<file path="config.mk">
export PLATFORM = sky130hd
export DESIGN_NAME = scratchpad_arbiter
export DESIGN_NICKNAME = d
export VERILOG_FILES = /design/src/rtl/scratchpad_arbiter.sv
export SDC_FILE = /design/constraint.sdc
export NUM_CORES = 1
export LEC_CHECK = 0
export CORE_AREA = 2 2 86 88
export DETAILED_ROUTE_END_ITERATION = 7
export DIE_AREA = 0 0 88 90
export PLACE_DENSITY = 0.85
export SLEW_MARGIN = 10
export SYNTH_ARGS = -nofsm -noshare
export SYNTH_HDL_FRONTEND = slang
export SYNTH_SLANG_ARGS = --single-unit
</file>
<file path="constraint.sdc">
create_clock -name clock -period 2.3 [get_ports clock]
set_clock_uncertainty 0.05 [all_clocks]
set_input_delay 0.345 -clock clock [delete_from_list [all_inputs] [get_ports clock]]
set_output_delay 0.345 -clock clock [all_outputs]
set_load 0.05 [all_outputs]
</file>
<file path="src/rtl/scratchpad_arbiter.sv">
// scratchpad_arbiter: round-robin arbiter sharing one scratchpad port among requesters with burst locking
module scratchpad_arbiter #(
    parameter int MEMORY_BUS_WIDTH = 32,
    parameter int ADDR_WIDTH       = 16,
    parameter int NUM_REQ          = 2,
    parameter int MAX_BURST        = 16
) (
    input  logic                                      clock,
    input  logic                                      reset,
    input  logic [NUM_REQ-1:0]                        req_i,
    input  logic [NUM_REQ-1:0]                        we_i,
    input  logic [NUM_REQ-1:0]                        last_i,
    input  logic [NUM_REQ-1:0][ADDR_WIDTH-1:0]        addr_i,
    input  logic [NUM_REQ-1:0][MEMORY_BUS_WIDTH-1:0]  wdata_i,
    output logic [NUM_REQ-1:0]                        gnt_o,
    output logic [NUM_REQ-1:0]                        rvalid_o,
    output logic [MEMORY_BUS_WIDTH-1:0]               rdata_o,
    output logic                                      mem_en_o,
    output logic                                      mem_we_o,
    output logic [ADDR_WIDTH-1:0]                     mem_addr_o,
    output logic [MEMORY_BUS_WIDTH-1:0]               mem_wdata_o,
    input  logic [MEMORY_BUS_WIDTH-1:0]               mem_rdata_i
);
    localparam int PW = (NUM_REQ > 1) ? $clog2(NUM_REQ) : 1;
    localparam int CW = $clog2(MAX_BURST) + 1;

    typedef enum logic {IDLE, LOCKED} state_t;

    state_t               r_state, w_state_nx;
    logic [PW-1:0]        r_rr_ptr, w_rr_ptr_nx;
    logic [PW-1:0]        r_owner, w_owner_nx;
    logic [CW-1:0]        r_beat_cnt, w_beat_cnt_nx;
    logic                 r_rd_pend;
    logic [PW-1:0]        r_rd_tag;
    logic [2*NUM_REQ-1:0] w_rot;
    logic [PW:0]          w_sum;
    logic [PW-1:0]        w_off, w_win, w_sel, w_sel_inc;
    logic                 w_any, w_go, w_rel;

    // rotate requests so the scan starts at rr_ptr, then map the first hit back to an index
    always_comb begin
        w_rot = {req_i, req_i} >> r_rr_ptr;
        w_off = '0;
        for (int i = NUM_REQ - 1; i >= 0; i--)
            if (w_rot[i]) w_off = PW'(i);
        w_any = |req_i;
        w_sum = {1'b0, r_rr_ptr} + {1'b0, w_off};
        w_win = (w_sum >= (PW+1)'(NUM_REQ)) ? PW'(w_sum - (PW+1)'(NUM_REQ)) : w_sum[PW-1:0];
    end

    // while locked only the owner is eligible; grants are suppressed during reset
    always_comb begin
        w_sel     = (r_state == IDLE) ? w_win : r_owner;
        w_go      = reset & ((r_state == IDLE) ? w_any : req_i[w_sel]);
        w_rel     = last_i[w_sel] | (r_beat_cnt + 1'b1 == CW'(MAX_BURST));
        w_sel_inc = (w_sel == PW'(NUM_REQ - 1)) ? '0 : w_sel + 1'b1;
    end

    // lock bookkeeping: a granted beat either releases (advance pointer) or extends the lock
    always_comb begin
        w_state_nx    = r_state;
        w_rr_ptr_nx   = r_rr_ptr;
        w_owner_nx    = r_owner;
        w_beat_cnt_nx = r_beat_cnt;
        if (w_go) begin
            if (w_rel) begin
                w_state_nx    = IDLE;
                w_rr_ptr_nx   = w_sel_inc;
                w_beat_cnt_nx = '0;
            end else begin
                w_state_nx    = LOCKED;
                w_owner_nx    = w_sel;
                w_beat_cnt_nx = r_beat_cnt + 1'b1;
            end
        end
    end

    // memory port and grant vector driven from the selected requester, zero when idle
    always_comb begin
        gnt_o       = w_go ? NUM_REQ'(1) << w_sel : '0;
        mem_en_o    = w_go;
        mem_we_o    = w_go & we_i[w_sel];
        mem_addr_o  = w_go ? addr_i[w_sel] : '0;
        mem_wdata_o = w_go ? wdata_i[w_sel] : '0;
    end

    // read data returns one cycle after the grant to the tagged requester
    always_comb begin
        rvalid_o = r_rd_pend ? NUM_REQ'(1) << r_rd_tag : '0;
        rdata_o  = r_rd_pend ? mem_rdata_i : '0;
    end

    // arbitration state registers
    always_ff @(posedge clock or negedge reset) begin
        if (!reset) begin
            r_state    <= IDLE;
            r_rr_ptr   <= '0;
            r_owner    <= '0;
            r_beat_cnt <= '0;
        end else begin
            r_state    <= w_state_nx;
            r_rr_ptr   <= w_rr_ptr_nx;
            r_owner    <= w_owner_nx;
            r_beat_cnt <= w_beat_cnt_nx;
        end
    end

    // pending read tracking, dropped at once by reset
    always_ff @(posedge clock or negedge reset) begin
        if (!reset) begin
            r_rd_pend <= 1'b0;
            r_rd_tag  <= '0;
        end else begin
            r_rd_pend <= w_go & ~we_i[w_sel];
            r_rd_tag  <= w_sel;
        end
    end
endmodule

</file>
==> flow_summary.ini, run 1 <==
[run_status]
status = completed

[clock_tree]
clockBufferDepth = 2
cts_root_buf = clkbuf_8
cts_buffers = 3
postCtsHoldBufs = 0
ctsHtreeMaxLevel = 1
cts.sinks = 10
clk_latency_ps = 230
clk_pin_slew_ps = 40
cts_tree = yes

[setup_path]
critical_path.top_delay_family = buffers and inverters
r2r-start = r_state$_DFFE_PN0P_
arrival_ps = 1810
startpoint_type = register
worstPathCellList = nand2_1 > o31a_2 > buf_4 > buf_12 > nand2_1 > a21oi_2 > buf_12
critical_path_class = register to primary output
startpoint = r_state$_DFFE_PN0P_
crit_path_max_fanout = 13
cp_slowest_stage_delay_ps = 410
worst_path_max_delay_cell = dfrtp_1
crit_required_ps = 1900
end_kind = primary output
timing.critical_path.buf_inv = 3

[yosys]
synth_compound_area_share_pct = 28.24
synth_top_flop_cell = dfrtp_1
synth_area_leader_cell = nand2_1
synth-async-reset-ratio_pct = 100.0
synth_fa_ha_area_share_pct = 0.8163
ys_types = 32
yosys-top-cells-area = nand2_1 (25%), a21oi_1 (16%), dfrtp_1 (16%), and2_1 (14%), buf_6 (5.1%)
synthSimpleGateAreaFrac_pct = 43.67
yosys_warnings = 0
netlist_instances = 256
ys_seq_area_share_pct = 16.33
synth_xor_area_share_pct = 0
synth-edff-count = 0
syn_area_mm2 = 0.001533
synth_nets = 393
synth_top_area_share_pct = 24.73
synth_top_family_by_area = simple AND/OR/NAND/NOR gates
syn_area_per_cell_um2 = 5.987
synth_seq_cells = 10
muxShareOfSynthArea_pct = 1.388

[floorplan]
fp-row-count = 31
core_mm2 = 0.007020
dieArea_mm2 = 0.007920
start_util_pct = 21.83
num_io_pins = 222
die_w_um = 88
die_h_um = 90

[sta]
fmax_mhz = 454.5
worst_pin_slew_ps = 633.8
min_period_ps = 2200
finalHoldViolCount = 0
rsz0062_at_grt = yes
fin_crit_sh_pct = 95.66
tns_ps = 0
finalMaxSlewViolations = 0
whs_ps = 483.3
final-setup-viol-count = 0
slew_headroom_pct = 57.75

[cells_and_area]
layout.cells.most_common_list = clkdlybuf4s50_1 (133), nand2_1 (101), buf_12 (57), a21oi_2 (48), buf_4 (44)
nNetsFinal = 617
layout-drive-gt1-share_pct = 33.89
area_delta_synth_final_pct = 202.2
fillers = 553
layout_commonest_cell = clkdlybuf4s50_1
num_antenna_cells = 0

[routing]
ant_nets = 0
wire_per_inst_um = 13.44
drt_iter0_markers = 68
vias = 2646
first_pass_iters = 6
via_per_inst = 4.586
drc = 0
wl_um = 7753

[global_routing]
grt_pass1_wl_um = 12040
grt_util_all_layers_pct = 18.98
antenna_found_initial = 0
grt_pass1_vias = 2594
grt_max_degree = 37
gr-total-overflow = 0

[power]
p_total_mw = 4.778
power_density_mw_per_mm2 = 1032
p_leak_nw = 1.944
vdd_drop_max_uv = 477.8

[flow_run]
drv_cap = 0

[place]
dp_hpwl_um = 6486
routabilityCongestion = 0.8362
portBuffers = 221

[worst_hold_path]
holdCritPathClass = input port to async pin
[metal layers]
| metal | part of all wire (%) | vias to the layer above | global-route usage (%) |
|---|---|---|---|
| met2 | 57 | 128 | 37.69 |
| li1 | - | 1293 | - |
| met1 | 32 | 1213 | 17.82 |
| met4 | 1.9 | 0 | 5.897 |
| met3 | 9.1 | 12 | 5.510 |
| met5 | 0 | - | 0 |
[cells by family after synthesis]
kind of cell             count (synthesis)
flip-flops                              10
buffers and inverters                   23
AO/OA/AOI/OAI                           71
multiplexers                             2
adder cells (fa/ha/maj)                  1
AND/OR/NAND/NOR                        149
[stage by stage]
step / utilization (%) / instance area, um2 / setup slack [ps] / instances
after floorplan: - / 1713 / 107.3 / 256
after global placement: 64.61 / 4536 / -102.9 / 571
after global routing: 65.98 / 4632 / -0.1317 / 577
after detailed placement: 64.61 / 4536 / -119.7 / 571
final: 65.98 / 4632 / 99.71 / 577
after CTS: 65.76 / 4617 / 96.04 / 575
[timing repair]
item	CTS	global route
gates cloned	1	0
setup buffers	0	2
pin swaps	22	0
endpoints found under the setup margin	50	2
gates resized for setup	7	0
[state kept, by name, indices dropped and copies added (netlist names)]
| signal | cells |
|---|---|
| r_owner | 1 |
| r_rr_ptr | 1 |
| r_rd_pend | 1 |
| r_rd_tag | 1 |
| r_beat_cnt | 5 |
| r_state | 1 |
[worst register-to-register path, stage by stage, from the launching register on]
cell      delay, ps
dfrtp_1         410
nand2_1         160
o31a_2          240
buf_4           180
buf_12          140
a21boi_1         80
and4b_1         220
a221o_1         260
[report_power, final]
| group | internal, mW | switching (mW) | total, mW |
|---|---|---|---|
| registers | 0.255 | 0.107 | 0.362 |
| logic | 1.89 | 2.35 | 4.24 |
| clock network | 0.114 | 0.0641 | 0.178 |
[area by class of cell]
| type | instances | area (um2) | area share [%] |
|---|---|---|---|
| inverters | 3 | 16.27 | 0.3512 |
| multi-input cells | 223 | 1326 | 28.63 |
| repair buffers | 239 | 2874 | 62.05 |
| flip-flops and latches | 10 | 250.2 | 5.402 |
| well taps | 99 | 123.9 | 2.674 |
| clock buffers | 3 | 41.29 | 0.8914 |
[synthesized netlist by cell type (2+ instances only)]
| cell | number |
|---|---|
| a21o_1 | 3 |
| nor2b_1 | 3 |
| o211ai_2 | 2 |
| a21oi_1 | 50 |
| buf_2 | 5 |
| buf_6 | 7 |
| dfrtp_1 | 10 |
| a21boi_1 | 2 |
| a211oi_1 | 2 |
| and4b_1 | 2 |
| nand2_1 | 101 |
| a221o_1 | 3 |
| and2_1 | 34 |
| clkbuf_1 | 8 |
| nand3_1 | 2 |
| nor2_1 | 6 |
[worst paths after layout]
kind,endpoint,slack (ps),cells after the start
worst min-delay path,r_beat_cnt[3]$_DFFE_PN0P_,480,2
max in group asynchronous,r_beat_cnt[0]$_DFFE_PN0P_,1580,2
worst max-delay path,mem_wdata_o[27],100,7
min in group clock,r_owner$_DFFE_PN0P_,490,2
worst min register to register,r_owner$_DFFE_PN0P_,490,2
worst max register to register,r_beat_cnt[2]$_DFFE_PN0P_,440,7
(Power assumes the default switching activity.)
==> run 2, diff against run 1 <==
Settings changed: TNS_END_PERCENT from default to 100.
==> results of run 2 <==
The final DEF is identical to that of run 1; final timing and power are the same.
